==> src/rtl/sram_arb_pkg.sv <==
// Shared defaults and port index constants for the two-port SRAM arbiter.
package sram_arb_pkg;

  localparam int DW_DEF         = 64;
  localparam int MW_DEF         = DW_DEF / 8;
  localparam int AW_DEF         = 14;
  localparam int STARVE_MAX_DEF = 4;

  // Port indices into the grant / pending vectors.
  localparam int PORT_CMP = 0;
  localparam int PORT_LD  = 1;

  typedef logic [3:0] starve_t;

endpackage

==> src/rtl/sram_arb2.sv <==
// Two-requester arbiter in front of a single-port synchronous SRAM.
// Port 0 (compute) has fixed priority; port 1 (loader) is promoted after
// STARVE_MAX consecutive losses. Reads return one cycle after accept.
//
// Handshake: a request transfers on a rising edge where req_valid_x and
// req_ready_x are both 1; req_ready_x is the combinational grant and never
// depends on anything but the current valids and the starvation count.
// Requesters keep every request field stable while valid && !ready.
// Responses (rsp_valid_x) have no backpressure.
module sram_arb2
  import sram_arb_pkg::*;
#(
  parameter int DW         = DW_DEF,
  parameter int MW         = MW_DEF,
  parameter int AW         = AW_DEF,
  parameter int STARVE_MAX = STARVE_MAX_DEF
) (
  input  logic          clk,
  input  logic          rst,
  input  logic          req_valid_0,
  output logic          req_ready_0,
  input  logic          req_we_0,
  input  logic [MW-1:0] req_wem_0,
  input  logic [AW-1:0] req_addr_0,
  input  logic [DW-1:0] req_wdata_0,
  output logic          rsp_valid_0,
  output logic [DW-1:0] rsp_rdata_0,
  input  logic          req_valid_1,
  output logic          req_ready_1,
  input  logic          req_we_1,
  input  logic [MW-1:0] req_wem_1,
  input  logic [AW-1:0] req_addr_1,
  input  logic [DW-1:0] req_wdata_1,
  output logic          rsp_valid_1,
  output logic [DW-1:0] rsp_rdata_1,
  output logic          sram_cs,
  output logic          sram_we,
  output logic [MW-1:0] sram_wem,
  output logic [AW-1:0] sram_addr,
  output logic [DW-1:0] sram_din,
  input  logic [DW-1:0] sram_dout
);

  localparam starve_t STARVE_MAX_C = starve_t'(STARVE_MAX);

  logic [1:0]    gnt;
  logic          force1;
  starve_t       starve_cnt_q, starve_cnt_d;
  logic [1:0]    rd_pend_q, rd_pend_d;
  logic [AW-1:0] addr_q;
  logic [DW-1:0] din_q;

  // Grant: port 1 wins when forced or uncontested, else port 0; none in reset.
  always_comb begin
    gnt    = 2'b00;
    force1 = (starve_cnt_q == STARVE_MAX_C);
    if (!rst) begin
      if (req_valid_1 && (force1 || !req_valid_0)) begin
        gnt[PORT_LD] = 1'b1;
      end else if (req_valid_0) begin
        gnt[PORT_CMP] = 1'b1;
      end
    end
  end

  assign req_ready_0 = gnt[PORT_CMP];
  assign req_ready_1 = gnt[PORT_LD];

  // SRAM drive: mux the winner; with no grant, address and data hold.
  always_comb begin
    sram_cs   = 1'b0;
    sram_we   = 1'b0;
    sram_wem  = '0;
    sram_addr = addr_q;
    sram_din  = din_q;
    if (rst) begin
      sram_addr = '0;
      sram_din  = '0;
    end else if (gnt[PORT_LD]) begin
      sram_cs   = 1'b1;
      sram_we   = req_we_1;
      sram_wem  = req_wem_1;
      sram_addr = req_addr_1;
      sram_din  = req_wdata_1;
    end else if (gnt[PORT_CMP]) begin
      sram_cs   = 1'b1;
      sram_we   = req_we_0;
      sram_wem  = req_wem_0;
      sram_addr = req_addr_0;
      sram_din  = req_wdata_0;
    end
  end

  // Next-state for the starvation counter and the read-pending flags.
  always_comb begin
    starve_cnt_d = starve_cnt_q;
    if (gnt[PORT_LD]) begin
      starve_cnt_d = '0;
    end else if (req_valid_1 && gnt[PORT_CMP] && (starve_cnt_q != STARVE_MAX_C)) begin
      starve_cnt_d = starve_cnt_q + 4'd1;
    end
    rd_pend_d[PORT_CMP] = gnt[PORT_CMP] && !req_we_0;
    rd_pend_d[PORT_LD]  = gnt[PORT_LD]  && !req_we_1;
  end

  // State registers; reset drops any read still in flight.
  always_ff @(posedge clk) begin
    if (rst) begin
      starve_cnt_q <= '0;
      rd_pend_q    <= '0;
      addr_q       <= '0;
      din_q        <= '0;
    end else begin
      starve_cnt_q <= starve_cnt_d;
      rd_pend_q    <= rd_pend_d;
      if (sram_cs) begin
        addr_q <= sram_addr;
        din_q  <= sram_din;
      end
    end
  end

  // Read return: SRAM output is steered to the port whose read is pending.
  assign rsp_valid_0 = rd_pend_q[PORT_CMP] && !rst;
  assign rsp_valid_1 = rd_pend_q[PORT_LD]  && !rst;
  assign rsp_rdata_0 = rsp_valid_0 ? sram_dout : '0;
  assign rsp_rdata_1 = rsp_valid_1 ? sram_dout : '0;

endmodule

==> config.mk <==
export PLATFORM = sky130hd
export DESIGN_NAME = sram_arb2
export DESIGN_NICKNAME = d
export VERILOG_FILES = /design/src/rtl/sram_arb_pkg.sv /design/src/rtl/sram_arb2.sv
export SDC_FILE = /design/constraint.sdc
export NUM_CORES = 1
export LEC_CHECK = 0
export CORE_AREA = 2 2 180 182
export DETAILED_ROUTE_END_ITERATION = 12
export DIE_AREA = 0 0 182 184
export DONT_BUFFER_PORTS = 1
export PLACE_DENSITY = 0.35
export SLEW_MARGIN = 20
export SYNTH_ARGS = -nofsm -noshare
export SYNTH_HDL_FRONTEND = slang
export SYNTH_SLANG_ARGS = --single-unit
==> constraint.sdc <==
create_clock -name clk -period 5.6 [get_ports clk]
set_clock_uncertainty 0.1 [all_clocks]
set_input_delay 1.12 -clock clk [delete_from_list [all_inputs] [get_ports clk]]
set_output_delay 1.12 -clock clk [all_outputs]
set_load 0.1 [all_outputs]
==> results.yml, run 1 <==
die:
  die_area_um2: 33500
  start_util_pct: 17.4
  core_area_um2: 31400
  die_x_um: 182
  ios: 462
  rows: 65
  fp.dieH_um: 184
placement:
  place_ws_ps: 1420
  place_hpwl_um: 20300
  dp.cells: 1142
  gp_congestion: 0.741
  io_buffers: 0
worst_setup_path:
  worstPathRequired_ps: 4380
  worstPathCellList: "nor2b_4 -> and2_1"
  worstPathArrival_ps: 2930
  end_kind: "output pin"
  slowest_stage: "and2_1"
  slowest_delay_ps: 920
  start_kind: "input pin"
  path_class: "in -> out"
  worst-path-max-fanout: 166
  crit_family: "simple AND/OR/NAND/NOR gates"
  crit_buf_inv: 0
clock_network:
  cts-root-buf: "clkbuf_16"
  cts-resized-gates: 0
  clock_latency_ps: 340
  cts_buffers: 9
  cts_hold_buffers: 0
  clockBufferDepth: 2
  cts_htree_levels: 3
  clk_pin_slew_ps: 60
  cts_tree: "done"
  post-cts-setup-buffer-count: 0
  cts_sinks: 84
timing:
  min_period_over_period_pct: 74.1
  fmax_mhz: 241
  relSlewSlack_pct: 28.5
  finalSetupViolCount: 0
  hold_viol: 0
  holdWs_ps: 410
  rsz0062_at_grt: "false"
  slew_viol_final: 0
  period_needed_ps: 4150
  worstMarginPinSlew_ps: 1070
  setup_ws_ps: 1450
  fin_tns_setup_ps: 0
routing:
  routed_wl_um: 27600
  route.vias.total: 5783
  drtIter0Drc: 214
  ant_nets: 0
  drtPass1Iterations: 4
  viasPerCell: 4.96
  wire_per_inst_um: 23.7
  drcViolationCount: 0
run:
  max-cap-violations: 0
global_routing:
  grt_pass1_wl_um: 38200
  grt_max_degree: 167
  antenna_found_initial: 7
  track_usage_pct: 15.5
  grt_overflow: 0
  grt_pass1_vias: 5460
min_path:
  hold_path_class: "reg -> reg"
pwr:
  leakage_nw: 2.98
  ir_drop_uv: 128
  power.density_nw_per_um2: 260
  power_mw: 2.21
synthesis:
  syn-num-nets: 966
  synth.avg_cell_area_um2: 7.56
  synthesis.area_um2: 5460
  synth_seq_area_share_pct: 30.8
  synth_cell_types: 25
  synthCells: 722
  yosysWarnings: 0
  ys_seq_elements: 84
finish:
  instances_no_fill: 1166
  nets: 996
  fillers: 3326
  post_route_cells_drive_above_1_share_pct: 26.0
  area_delta_synth_final_pct: 55.9
run_status:
  outcome: "finished, final reports clean"
## sequential cells by signal (all words and copies together) (netlist names)
| name | count |
|---|---|
| addr_q | 14 |
| starve_cnt_q | 4 |
| rd_pend_q | 2 |
| din_q | 64 |
## stage by stage
stage / utilization (%) / instance area (um2)
global route: 27.1 / 8500
floorplan: - / 5460
CTS: 27.0 / 8470
finish: 27.1 / 8500
global placement: 25.9 / 8140
detailed placement: 25.9 / 8140
## routing by layer
layer	vias up	share of wire (%)	global-route usage (%)
met5	-	0.15	0
met3	28	7.2	4.73
met2	288	51	27.3
met1	2770	40	18.0
met4	6	1.8	4.48
li1	2691	-	-
## report_power, final
| part | internal (mW) | leakage (nW) | total [mW] | switching [mW] |
|---|---|---|---|---|
| Sequential | 0.639 | 0.697 | 0.646 | 0.00718 |
| Clock | 0.395 | 0.156 | 0.678 | 0.283 |
| Combinational | 0.289 | 2.13 | 0.888 | 0.599 |
| Total | 1.32 | 2.98 | 2.21 | 0.889 |
## cell usage after synthesis
master    instances  area share (%)
nor3b_1           1            0.14
a211oi_1         79              11
nand2_1           1           0.069
o21ai_2           1            0.16
nor2_1            4            0.28
nor3_1          157              14
nand2b_1          4            0.46
buf_4             1            0.14
nor2b_1          82             9.4
inv_1             3            0.21
and3b_1           1            0.16
buf_6             2            0.41
dfxtp_1          84              31
nor4_1            1            0.11
and2_1          128              15
clkbuf_1         45             3.1
nor2_4            1            0.21
o31ai_1           1            0.14
buf_2            29             2.7
a31oi_1           1            0.11
o22ai_1          78             8.9
a22o_1            9             1.4
ha_1              2            0.46
nand3_1           3            0.28
a21oi_1           4            0.37
## cell type report
| class | instances | area, um2 | share of cell area [%] |
|---|---|---|---|
| flip-flops and latches | 84 | 1680 | 19.8 |
| multi-input cells | 558 | 3850 | 45.3 |
| repair buffers | 96 | 2120 | 24.9 |
| diodes | 7 | 17.5 | 0.206 |
| clock buffers | 9 | 225 | 2.65 |
| inverters | 3 | 11.3 | 0.132 |
| clock inverters | 7 | 98.8 | 1.16 |
| well taps | 402 | 503 | 5.91 |
## worst reg2reg max path: stages, from the launching register on
cell      delay [ps]
dfxtp_1          340
inv_1             80
ha_1             180
and3b_1          330
nand2b_2         490
buf_4            450
o22ai_1          190
nor3_1           190
## layout by cell type (no fill, tap or decap), types with 2 or more instances in the layout
master,count
nand2b_1,3
diode_2,7
and2_1,128
clkbuf_16,85
a21oi_1,4
buf_12,2
nor2b_4,2
nor3_1,79
buf_16,2
nor2b_1,80
a22o_1,9
nand3_1,3
bufinv_16,2
buf_4,16
ha_1,2
nor3_2,78
nor2_1,3
o22ai_1,78
inv_6,2
a211oi_1,78
inv_1,3
dfxtp_1,84
## final timing paths
check / start / slack [ps] / depth (start not counted) / to
hold / removal: starve_cnt_q[0] / 410 / 2 / starve_cnt_q[0]
setup reg to reg: starve_cnt_q[0] / 3180 / 7 / din_q[8]
setup / recovery: rst / 1450 / 2 / rsp_rdata_0[59]
hold reg to reg: starve_cnt_q[0] / 410 / 2 / starve_cnt_q[0]
## cell families after synthesis
kind of cell               synth area share [%]
and+or+nand+nor                            40.2
AOI/OAI and AO/OA                          22.0
DFF                                        30.8
buffers and inverters                      6.51
adders and majority gates                 0.459
Power figures use the tool's default switching activity.
==> run 2, diff against run 1 <==
clock period = 4.05 ns   (was 5.6 ns; I/O delays follow)
==> results.yml, run 2 (synthesis gave the netlist of run 1 again) <==
run_status:
  outcome: "finished, final reports clean"
finish:
  layout_commonest_cell: "buf_4"
  layout_common_cells: "buf_4, and2_1, dfxtp_1"
  fillers: 3385
  largest-register: "din_q"
  finish.instance_area_um2: 8690
  nets: 1126
  largest_reg_flops: 64
  top_regs: "din_q (64), addr_q (14), starve_cnt_q (4)"
  area_delta_synth_final_pct: 59.3
  post_route_cells_drive_above_1_share_pct: 36.9
timing:
  setup_ws_ps: 514
  period_needed_ps: 3540
  worstMarginPinSlew_ps: 517
  fmax_mhz: 283
  slew_viol_final: 0
  rsz0062_at_grt: "false"
  hold_viol: 0
  finalSetupViolCount: 0
  fin_tns_setup_ps: 0
  relSlewSlack_pct: 65.4
  min_period_over_period_pct: 87.3
min_path:
  hold_depth: 2
  hold_path_class: "reg -> reg"
  holdCritStartpoint: "starve_cnt_q[1]"
  holdPathEnd: "starve_cnt_q[1]"
routing:
  top_layer_used: "met5"
  wl_met2_um: 14700
  wire_per_inst_um: 21.6
  ant_nets: 0
  drtIter0Drc: 215
  route.vias.total: 6109
  drcViolationCount: 0
  met1_length_um: 9640
  viasPerCell: 4.72
  routed_wl_um: 27900
  dr_wl_met3_um: 2830
  drtPass1Iterations: 4
worst_setup_path:
  r2r-start: "starve_cnt_q[0]"
  path_class: "reg -> out"
  end_kind: "output pin"
  start_kind: "flop"
  worstPathRequired_ps: 3140
  worstPathArrival_ps: 2630
  r2r_slack_ps: 1880
  reg2reg_to: "din_q[56]"
  worst-path-max-fanout: 24
  rr_worst_depth: 7
placement:
  place_ws_ps: 831
  place_area_um2: 8370
  io_buffers: 0
  place_hpwl_um: 21000
  gp_congestion: 0.756
clock_network:
  clk_pin_slew_ps: 60
  cts_htree_levels: 3
  cts_buffers: 9
  cts_sinks: 84
  clockBufferDepth: 2
  cts-resized-gates: 0
  clock_latency_ps: 340
  post-cts-setup-buffer-count: 0
  cts_tree: "done"
  cts_hold_buffers: 0
  cts-root-buf: "clkbuf_16"
die:
  die_area_um2: 33500
  ios: 462
  fp.dieH_um: 184
  core_area_um2: 31400
  rows: 65
  die_x_um: 182
  start_util_pct: 17.4
global_routing:
  grt_pass1_vias: 5847
  antenna_found_initial: 15
  grt_max_degree: 167
  grt_pass1_wl_um: 39100
  track_usage_pct: 15.7
  grt_overflow: 0
pwr:
  leakage_nw: 3.37
  power.density_nw_per_um2: 336
  ir_drop_uv: 169
run:
  max-cap-violations: 0
run 2: how the worst max path moves through the flow:
stage / from / end / depth (start not counted)
2_1_floorplan: req_valid_1 / sram_addr[0] / 5
3_3_place_gp: starve_cnt_q[0] / sram_din[41] / 8
3_5_place_dp: starve_cnt_q[0] / sram_din[41] / 8
4_1_cts: starve_cnt_q[0] / sram_din[41] / 8
5_1_grt: starve_cnt_q[0] / sram_din[56] / 8
6_report: starve_cnt_q[0] / sram_din[55] / 8
run 2: report_power, final:
group | internal [mW] | leakage [nW] | switching, mW
sequential | 0.883 | 0.697 | 0.0103
combinational | 0.289 | 2.52 | 0.845
clock | 0.491 | 0.153 | 0.405
run 2: cell type report:
type	instances	area [um2]	area share [%]
antenna	5	12.5	0.144
clock buffer	9	225	2.59
clock inverter	7	81.3	0.936
inverter	3	11.3	0.130
multi-input combinational	558	4340	50.0
sequential	84	1680	19.3
tap	402	503	5.79
timing repair buffer	226	1830	21.1
run 2: metal layers:
layer	vias up	global-route usage, %
li1	2970	-
met1	2824	15.3
met2	257	28.8
met3	46	7.49
met4	12	5.65
met5	-	0
run 2: stage by stage:
stage                     cells  power [mW]  hold WS [ps]  utilization, %
after floorplan             722        1.85           380               -
after global placement     1273        2.05           396            26.7
after CTS                  1289        2.98           395            27.6
after detailed placement   1273        2.05           402            26.7
after global routing       1292        3.05           394            27.7
final                      1294        2.92           413            27.7
run 2: worst max-delay path, stage by stage (launching register included):
cell and delay, ps:
dfxtp_1 340, inv_1 80, ha_1 180, and3b_1 320, nand2b_4 320, buf_4 350
o22ai_1 200, nor3_4 160, buf_4 310
